[src/rtl/ahb_lite_slv_frontend.sv]
`default_nettype none
// ============================================================================
// Module      : ahb_lite_slv_frontend
// Description : AHB-Lite slave front end. Terminates the AHB address/data
//               phase pipeline and turns each accepted transfer into a
//               single-outstanding dv/hld/err request for the downstream
//               register adapter. Performs size/alignment checking, inserts
//               wait states while the adapter holds, and generates the
//               two-cycle AHB ERROR response.
//
// Configuration macro:
//   AHB_SLV_RDATA_FLOP_EN - when defined, read data is registered and
//                           returned one cycle after the adapter completes
//                           (extra RDRET state). When undefined, hrdata is
//                           driven combinationally from rdata.
//
// Ports:
//   clk, rst            - clock, asynchronous active-high reset
//   hsel, haddr, hwrite,
//   htrans, hsize       - AHB address phase
//   hwdata              - AHB data-phase write data
//   hready              - bus-wide HREADY in
//   hreadyout, hresp,
//   hrdata              - AHB slave response
//   dv, write, addr,
//   wdata               - request to adapter
//   hld, err, rdata     - adapter response (sampled only while dv=1)
//
// Revision    : 1.0 - initial release
// ============================================================================
module ahb_lite_slv_frontend #(
  parameter int ADDR_WIDTH = 32,
  parameter int DATA_WIDTH = 64
) (
  input  logic                  clk,
  input  logic                  rst,
  // AHB-Lite slave side
  input  logic                  hsel,
  input  logic [ADDR_WIDTH-1:0] haddr,
  input  logic                  hwrite,
  input  logic [1:0]            htrans,
  input  logic [2:0]            hsize,
  input  logic [DATA_WIDTH-1:0] hwdata,
  input  logic                  hready,
  output logic                  hreadyout,
  output logic                  hresp,
  output logic [DATA_WIDTH-1:0] hrdata,
  // adapter request side
  output logic                  dv,
  input  logic                  hld,
  input  logic                  err,
  output logic                  write,
  output logic [ADDR_WIDTH-1:0] addr,
  output logic [DATA_WIDTH-1:0] wdata,
  input  logic [DATA_WIDTH-1:0] rdata
);

  // Doubleword transfers are only legal on a 64-bit data bus.
  localparam logic c_dw64 = (DATA_WIDTH == 64);

  typedef enum logic [2:0] {
    ST_IDLE  = 3'd0,
    ST_DATA  = 3'd1,
    ST_ERR1  = 3'd2,
    ST_ERR2  = 3'd3
`ifdef AHB_SLV_RDATA_FLOP_EN
    ,
    ST_RDRET = 3'd4
`endif
  } state_t;

  state_t                r_state;
  state_t                w_state_nxt;
  logic [ADDR_WIDTH-1:0] r_addr;
  logic                  r_write;
  logic                  w_accept;
  logic                  w_legal;
  logic                  w_take;
  logic                  w_unused;

`ifdef AHB_SLV_RDATA_FLOP_EN
  logic [DATA_WIDTH-1:0] r_rdata;
  logic                  w_rd_cap;
`endif

  // --------------------------------------------------------------------------
  // Address-phase decode
  // --------------------------------------------------------------------------
  // htrans[1] distinguishes NONSEQ/SEQ from IDLE/BUSY; htrans[0] carries no
  // information this slave needs.
  assign w_accept = hsel && hready && htrans[1];
  assign w_unused = htrans[0];

  // The size/alignment verdict is taken in the address phase and recorded by
  // the state transition (DATA vs ERR1), so hsize itself is not kept.
  assign w_legal  = ((hsize == 3'd2) && (haddr[1:0] == 2'b00)) ||
                    (c_dw64 && (hsize == 3'd3) && (haddr[2:0] == 3'b000));

  // --------------------------------------------------------------------------
  // State register
  // --------------------------------------------------------------------------
  always_ff @(posedge clk or posedge rst) begin
    if (rst) begin
      r_state <= ST_IDLE;
    end else begin
      r_state <= w_state_nxt;
    end
  end

  // --------------------------------------------------------------------------
  // Next-state and output decode
  // --------------------------------------------------------------------------
  // w_take marks the cycles in which a new address phase may be captured:
  // only where this slave is driving hreadyout=1 (IDLE, completing DATA,
  // ERR2, RDRET). While stalled the bus hready is low anyway, so gating
  // here just keeps the capture registers stable against a misbehaving bus.
  always_comb begin
    w_state_nxt = r_state;
    hreadyout   = 1'b1;
    hresp       = 1'b0;
    hrdata      = '0;
    dv          = 1'b0;
    w_take      = 1'b0;
`ifdef AHB_SLV_RDATA_FLOP_EN
    w_rd_cap    = 1'b0;
`endif

    case (r_state)
      ST_IDLE: begin
        w_take = w_accept;
      end

      ST_DATA: begin
        dv = 1'b1;
        if (hld) begin
          hreadyout = 1'b0;
        end else if (err) begin
          // First cycle of the ERROR response; the request is consumed.
          hreadyout   = 1'b0;
          hresp       = 1'b1;
          w_state_nxt = ST_ERR2;
        end else begin
`ifdef AHB_SLV_RDATA_FLOP_EN
          if (!r_write) begin
            // Register the read data and return it next cycle.
            hreadyout   = 1'b0;
            w_rd_cap    = 1'b1;
            w_state_nxt = ST_RDRET;
          end else begin
            w_state_nxt = ST_IDLE;
            w_take      = w_accept;
          end
`else
          if (!r_write) begin
            hrdata = rdata;
          end
          w_state_nxt = ST_IDLE;
          w_take      = w_accept;
`endif
        end
      end

      ST_ERR1: begin
        hreadyout   = 1'b0;
        hresp       = 1'b1;
        w_state_nxt = ST_ERR2;
      end

      ST_ERR2: begin
        hresp       = 1'b1;
        w_state_nxt = ST_IDLE;
        w_take      = w_accept;
      end

`ifdef AHB_SLV_RDATA_FLOP_EN
      ST_RDRET: begin
        hrdata      = r_rdata;
        w_state_nxt = ST_IDLE;
        w_take      = w_accept;
      end
`endif

      default: begin
        w_state_nxt = ST_IDLE;
      end
    endcase

    // A captured address phase overrides the default return to IDLE.
    if (w_take) begin
      w_state_nxt = w_legal ? ST_DATA : ST_ERR1;
    end
  end

  // --------------------------------------------------------------------------
  // Address-phase capture registers
  // --------------------------------------------------------------------------
  // Illegal transfers are captured too so that addr/write always reflect the
  // most recent accepted address phase; dv is never raised for them.
  always_ff @(posedge clk or posedge rst) begin
    if (rst) begin
      r_addr  <= '0;
      r_write <= 1'b0;
    end else if (w_take) begin
      r_addr  <= haddr;
      r_write <= hwrite;
    end
  end

`ifdef AHB_SLV_RDATA_FLOP_EN
  always_ff @(posedge clk or posedge rst) begin
    if (rst) begin
      r_rdata <= '0;
    end else if (w_rd_cap) begin
      r_rdata <= rdata;
    end
  end
`endif

  // --------------------------------------------------------------------------
  // Request outputs
  // --------------------------------------------------------------------------
  // Write data is already in its AHB data phase while dv is high, so it is
  // passed straight through rather than registered.
  assign write = r_write;
  assign addr  = r_addr;
  assign wdata = hwdata;

endmodule
`default_nettype wire

[config.mk]
export PLATFORM = sky130hd
export DESIGN_NAME = ahb_lite_slv_frontend
export DESIGN_NICKNAME = d
export VERILOG_FILES = /design/src/rtl/ahb_lite_slv_frontend.sv
export SDC_FILE = /design/constraint.sdc
export NUM_CORES = 1
export LEC_CHECK = 0
export CORE_AREA = 5 5 126 128
export CTS_BUF_LIST = sky130_fd_sc_hd__clkbuf_8
export CTS_CLUSTER_DIAMETER = 150
export CTS_CLUSTER_SIZE = 25
export DETAILED_ROUTE_END_ITERATION = 8
export DIE_AREA = 0 0 131 133
export MAX_ROUTING_LAYER = met4
export PLACE_DENSITY = 0.59
export SKIP_CTS_REPAIR_TIMING = 1
export SYNTH_ARGS = -nofsm -noshare
export SYNTH_HDL_FRONTEND = slang
export SYNTH_SLANG_ARGS = --single-unit
[constraint.sdc]
create_clock -name clk -period 4.74 [get_ports clk]
set_input_delay 0.948 -clock clk [delete_from_list [all_inputs] [get_ports clk]]
set_output_delay 0.948 -clock clk [all_outputs]
set_load 0.03 [all_outputs]
==> results of run 1 <==
placed cells by master (no fill, tap or decap):
master / instances
sky130_fd_sc_hd__buf_4: 1
sky130_fd_sc_hd__nand3_1: 1
sky130_fd_sc_hd__nand4b_1: 1
sky130_fd_sc_hd__o21ai_0: 1
sky130_fd_sc_hd__mux2_1: 2
sky130_fd_sc_hd__o211ai_1: 1
sky130_fd_sc_hd__a21oi_4: 1
sky130_fd_sc_hd__inv_1: 3
sky130_fd_sc_hd__nor2_4: 1
sky130_fd_sc_hd__nand2_1: 3
sky130_fd_sc_hd__ha_1: 5
sky130_fd_sc_hd__or3b_4: 1
sky130_fd_sc_hd__bufinv_16: 1
sky130_fd_sc_hd__dfrtp_1: 35
sky130_fd_sc_hd__clkbuf_8: 6
sky130_fd_sc_hd__nor4b_1: 1
sky130_fd_sc_hd__a21oi_1: 3
sky130_fd_sc_hd__clkinv_2: 1
sky130_fd_sc_hd__buf_12: 1
sky130_fd_sc_hd__o21ai_1: 1
sky130_fd_sc_hd__a21o_1: 1
sky130_fd_sc_hd__and3_1: 1
sky130_fd_sc_hd__nand3b_1: 1
sky130_fd_sc_hd__and2_1: 64
sky130_fd_sc_hd__clkdlybuf4s50_1: 206
sky130_fd_sc_hd__mux2_2: 31
sky130_fd_sc_hd__nor2_1: 2
registers in the layout, summed over array words and instances, names as in the netlist:
register,count
addr,32
r_state,2
write,1
area by class of cell:
type	instances	area, µm²
Fill cell	1542	10500
Clock inverter	2	35.0
Sequential cell	35	876
Clock buffer	6	82.6
Tap cell	188	235
Multi-Input combinational cell	122	968
Timing Repair Buffer	208	2090
Inverter	3	11.3
worst max-delay path by stage:
stage / from / to / depth (start not counted)
global route: err / hrdata[37] / 6
floorplan: err / hrdata[0] / 4
global placement: err / hrdata[37] / 6
CTS: err / hrdata[37] / 6
detailed placement: err / hrdata[37] / 6
finish: err / hrdata[37] / 6
power groups by stage:
| stage | Sequential [mW] | Combinational [mW] | Clock [mW] |
|---|---|---|---|
| 2_1_floorplan | 0.813 | 0.378 | 0 |
| 3_5_place_dp | 0.533 | 1.04 | 0 |
| 4_1_cts | 0.532 | 1.04 | 0.294 |
| 5_1_grt | 0.551 | 1.08 | 0.311 |
| 3_3_place_gp | 0.527 | 1.04 | 0 |
| 6_report | 0.529 | 1.03 | 0.281 |
kinds of logic (layout without fill, tap and decap cells):
kind of cell / Yosys count / count (layout)
and+or+nand+nor: 76 / 76
muxes: 33 / 33
buffers and inverters: 76 / 219
DFF: 35 / 35
adders and majority gates: 5 / 5
AOI/OAI and AO/OA: 8 / 8
worst max-delay path, cell delays in order:
cell and delay, ps:
sky130_fd_sc_hd__clkdlybuf4s50_1 450, sky130_fd_sc_hd__or3b_4 460, sky130_fd_sc_hd__nor2_4 110, sky130_fd_sc_hd__buf_12 220, sky130_fd_sc_hd__and2_1 200, sky130_fd_sc_hd__clkdlybuf4s50_1 680
routing by layer:
layer / vias to the layer above / track usage / share of wire
li1: 967 / - / -
met1: 930 / 0.0916 / 0.34
met2: 183 / 0.180 / 0.51
met3: 7 / 0.0392 / 0.14
met4: 0 / 0.0240 / 0.010
met5: - / - / 0
per-stage QoR:
step           area, µm²  power, mW   util
3_5_place_dp        4180       1.57  0.283
5_1_grt             4300       1.94  0.291
3_3_place_gp        4180       1.56  0.283
2_1_floorplan       2400       1.19      -
4_1_cts             4300       1.87  0.291
6_report            4300       1.84  0.291
==> results.txt, run 1 <==
For the number of DRC violations after detailed-routing iteration 0, the log shows 27. STA classifies the critical path startpoint as an input pin. Synthesis produced 233 cells.

The share of final-layout standard cells stronger than drive strength 1 was 0.117; the number of antenna violations at the first check in global routing was 0. Minimum clock period after layout: 4030 ps. The clock passes through at most 2 buffers. For this design the ratio of total power to cell area is 427 nW/µm².

Sorting the synthesized cells by area gives the leading types as sky130_fd_sc_hd__dfrtp_1, sky130_fd_sc_hd__buf_4, sky130_fd_sc_hd__and2_1. The floorplan step set the die height to 133 µm. The clock skew after layout is 7.89 ps, and the transition at the pin with the smallest max-transition slack is 1130 ps. The worst hold path stage count came out at 1.

TritonCTS built the clock tree. Clock latency on the worst-skew pair, taken at its later pin, is 290 ps. The path class of the tightest hold or removal check is reg2reg. After detailed routing, the total wire length is 9110 µm. The number of pins with negative max-slew slack in the final report was 0. The first detailed-routing pass took 4 iterations. The synthesized-area fraction occupied by ao, oa, aoi and oai cells is 0.0235. Ranked by instance count, the synthesized netlist is headed by sky130_fd_sc_hd__and2_1, sky130_fd_sc_hd__buf_4, sky130_fd_sc_hd__dfrtp_1. After routing, the total negative slack on setup checks comes to 0 ps. The minimum setup slack after placement came out at 678 ps.

The count of nets left with antenna violations once routing finished came out at 0. Post-route fraction of the period consumed by the critical path: 0.850. TritonCTS created 5 clock buffers. The simple-gate share of the synthesized area came out at 0.196. The tools report the startpoint of the lowest-slack register-to-register path as r_state[1]$_DFFE_PP0P_. Max-cap violations in this run came to 0.

The synthesized design contains 0 enable-type register cells. The initialized floorplan defines 45 standard-cell rows. For this run, the number of Yosys warnings is 0. By area, the combinational part of the netlist is dominated by buffers and inverters. The xor and xnor area share after synthesis is 0. For the power share of the sequential group, the log shows 0.288. End point of the worst hold path: addr[19]$_DFFE_PP0P_. The largest fanout on the critical path works out to 64. The logs give 713 ps for the slack of the critical path and 1.11 mW for the internal cell power. The H-tree generated during clock tree synthesis spans 2 levels.

Type of the worst setup path: in2out. Setup repair after global routing left no endpoint under its margin. For the worst setup path, the data required time is 3790 ps. For the worst-case vdd ir drop, the log shows 0.345 mV.

Across all register-to-register paths, the minimum setup slack is 2090 ps. The endpoint identified for the worst register-to-register timing path is addr[28]$_DFFE_PP0P_. The combined global-route utilization of all metal layers was 0.0971. The tree built by TritonCTS fans out to 35 sinks. The area share of the largest cell type after synthesis is 0.366, and the final cell count without fillers is 564.

Compared with the post-synthesis result, the final layout area differs by 79.4%. The root buffer selected by CTS was sky130_fd_sc_hd__clkbuf_8. The maximum achievable frequency came out at 248 MHz. The tools report the final-stage net count as 552. Input and output buffers added on the ports amount to 206. Share of synthesized flip-flops with an asynchronous set or reset: 1.00. In the routed design, unresolved DRC markers number 0. Counting every net in the synthesized netlist gives 410. The average via count per standard cell works out to 3.70. STA puts the critical path data arrival time at 3080 ps. The repair_antennas step left the layout with diodes totalling 0.

The sequential area share after synthesis came out at 0.366. The flow ran to the end, and the final reports show no timing, DRC or antenna violations. The net load switching power is 0.722 mW, and the clock share of power is 0.153. The per-cell routed wire length was 16.2 µm. In this run the horizontal extent of the chip is 131 µm.

STA classifies the critical path endpoint as an output pin. Setup violations remaining at the end of the flow were counted as 0. Routability-driven placement finished with a final weighted congestion of 0.723. In this run the static leakage power is 1.67 nW. The HPWL after detailed placement is 7640 µm.

After synthesis the netlist holds a flip-flop and latch count of 35. The mux contribution to synthesized area was 0.155; the worst slew margin relative to its limit was 0.243. The run gives 0.162 as the starting density of the core. The final route contains 2,087 vias.

The run gives 0 as the number of hold violations in the final report. The die covers 17,400 µm². In this run the most critical hold path is launched from addr[19]$_DFFE_PP0P_. The via count of the first global-routing pass is 2,289.

The number of placed I/O pins was 336. The number of cells on the worst reg-to-reg path is 5, and the wire length of the first global-routing pass is 12,600 µm. The post-synthesis adder-cell area fraction was 0.0261. The part of the power in combinational logic was 0.559. Entering global routing, the biggest net connects 65 pins.

The most instantiated flip-flop cell in the synthesis netlist is sky130_fd_sc_hd__dfrtp_1. The net switching share of the total power was 0.393; the total standard cell area after synthesis was 2400 µm². The logs give 23 for the distinct cell type count after synthesis and 0 for the aggregate global routing overflow. The synthesized design spends more area on one cell type than any other, namely sky130_fd_sc_hd__dfrtp_1. Average instance area after synthesis: 10.3 µm². The core area was 14,800 µm².

After detailed placement, the design holds a cell count of 556. The clock-pin transition on the worst setup and hold timing paths was 70 ps; the worst hold slack after final layout was 489 ps.
No activity file was read; power rests on OpenSTA's default activity.
==> run 2: changes to the inputs <==
- CORE_AREA: 5 5 126 128 -> 5 5 127 129
- DIE_AREA: 0 0 131 133 -> 0 0 132 134
- PLACE_DENSITY: 0.59 -> 0.58
- clock period: 4.74 -> 3.73 ns (I/O delays scaled with it)
==> results.txt, run 2 (synthesis results as in run 1) <==
In this run the deepest clock path goes through 2 buffers. For this block, the via count after detailed routing is 2,118. The critical path in this run is classified as in2out. In this run the count of I/O pins placed on the die edge is 336. Max-cap violations in this run came to 0. The post-route fraction of the period consumed by the critical path was 0.863.

The critical path capture point type is an output pin. Broken down by cell family, the worst path's largest delay share belongs to simple AND/OR/NAND/NOR gates. Worst min-delay path class: reg2reg.

The starting density of the core is 0.161. The clock skew after layout came out at 6.18 ps. The final setup violation count is 0, and the number of port buffers is 206. The run finished with clean final reports.

IR analysis of the VDD net gives a maximum drop of 0.389 mV. In this run, CTS created clock tree buffers numbering 5. Summed over all layers, the global routing overflow is 0. In this design, the stage delay of the slowest critical-path cell is 450 ps. Number of antenna violations at the first check in global routing: 0.

The repair_antennas step left the layout with diodes totalling 0. The net count of the finished layout is 554. The detail route stage leaves a number of antenna-violating nets equal to 0. The number of flip-flops under the largest register name came out at 32.

The library cell used most frequently in the layout, excluding fill and tap cells, is sky130_fd_sc_hd__clkdlybuf4s50_1. The summed negative setup slack over all endpoints is 0 ps, and the share of final-layout standard cells stronger than drive strength 1 is 0.286. Detailed-route DRC error count: 0.

For the number of hold violations in the final report, the log shows 0. The tools report the final cell count without fillers as 566. The tools report the root buffer selected by CTS as sky130_fd_sc_hd__clkbuf_8. Counting tap cells, the placed design contains a total of 558 instances. TritonCTS built the clock tree. In the layout the commonest cells are sky130_fd_sc_hd__clkdlybuf4s50_1, sky130_fd_sc_hd__and2_1, sky130_fd_sc_hd__buf_4, sky130_fd_sc_hd__dfrtp_1, sky130_fd_sc_hd__mux2_2.

Worst path buffer plus inverter count: 3. The tools report the end-of-flow core utilization as 0.288. From synthesis to final layout, the design area changed by 79.1%.

The pre-antenna-repair detailed-routing pass consisted of 3 iterations. The required time at the endpoint of the critical path came out at 2980 ps. Entering global routing, the biggest net connects 44 pins. From left edge to right edge, the die measures 132 µm. Setup repair after global routing left no endpoint under its margin. For the worst setup path, the data arrival time is 2470 ps.

After clock tree synthesis, the clock-pin slew on the worst setup and hold paths is 60 ps. In this run the worst path has a maximum fanout of 43. Minimum clock period after layout: 3220 ps. The number of DRC violations after detailed-routing iteration 0 came out at 25. Counting every sink on the clock net gives 35.

For this design the ratio of total power to cell area is 523 nW/µm². Using the TritonRoute via totals, the vias-per-cell ratio works out to 3.74. The number of pins with negative max-slew slack in the final report was 0. The run gives 1410 ps as the setup slack on the worst flop-to-flop path.

For the via count of the first global-routing pass, the log shows 2,395. For this run, the top clock speed supported by timing is 311 MHz. In this run the static leakage power is 1.84 nW. In the final routed layout, each cell accounts on average for 16.8 µm. The first global-routing pass estimated 14,100 µm of wire. The worst slew margin relative to its limit was 0.676.

The HPWL reported at the end of detailed placement came out at 8410 µm. Row generation in the floorplan step produced 45 rows. Combined global-route utilization of all metal layers: 0.104. The critical path goes through clkdlybuf4s50_1 > or3b_4 > nor2_4 > buf_12 > and2_1 > buf_4. The H-tree was split into 2 levels. At the end of routability-driven placement, the weighted congestion stood at 0.804.

The transition at the pin with the smallest max-transition slack is 479 ps, and the aggregate routed wire length is 9520 µm. The clock reaches the later pin of the worst-skew pair after 290 ps. The logs give 14,900 µm² for the core area and 17,700 µm² for the die area. The worst setup path is launched from an input pin. Measured along the y axis, the die boundary spans 134 µm. The library cell contributing the largest single delay on the critical path was sky130_fd_sc_hd__or3b_4.
-- run 2: power by group --
group          internal [mW]  total [mW]  switching [mW]
logic                  0.635        1.31           0.674
registers              0.569       0.678           0.109
clock network          0.125       0.256           0.131
total                   1.33        2.24           0.913
-- run 2: per-stage QoR --
step | total power [mW] | hold slack, ps | area (µm²) | setup slack [ps]
6_report | 2.24 | 493 | 4290 | 511
5_1_grt | 2.37 | 535 | 4290 | 347
4_1_cts | 2.28 | 505 | 4290 | 434
3_5_place_dp | 2.01 | 494 | 4210 | 439
3_3_place_gp | 1.99 | 474 | 4210 | 460
2_1_floorplan | 1.51 | 560 | 2400 | 796
-- run 2: final timing paths --
path,from,to,cells past startpoint
worst max-delay path,err,hrdata[35],6
min in group asynchronous,rst,addr[4]$_DFFE_PP0P_,2
worst min register to register,addr[19]$_DFFE_PP0P_,addr[19]$_DFFE_PP0P_,1
worst max register to register,r_state[1]$_DFFE_PP0P_,addr[29]$_DFFE_PP0P_,6
max in group asynchronous,rst,addr[19]$_DFFE_PP0P_,3
worst min-delay path,addr[19]$_DFFE_PP0P_,addr[19]$_DFFE_PP0P_,1
-- run 2: area by class of cell --
cell class	instances	area [µm²]
Tap cell	188	235
Clock inverter	3	12.5
Clock buffer	5	68.8
Inverter	3	11.3
Multi-Input combinational cell	122	968
Fill cell	1549	10600
Sequential cell	35	876
Timing Repair Buffer	210	2120
-- run 2: layer usage --
metal | vias up | track usage | wire, µm
met2 | 199 | 0.181 | 4820
li1 | 966 | - | -
met4 | 0 | 0.0240 | 91
met5 | - | - | 0
met1 | 946 | 0.0980 | 3190
met3 | 7 | 0.0649 | 1420
==> run 3: changes to the inputs <==
- CAP_MARGIN: default -> 5
==> results of run 3 <==
The final DEF is identical to that of run 2; final timing and power are the same.
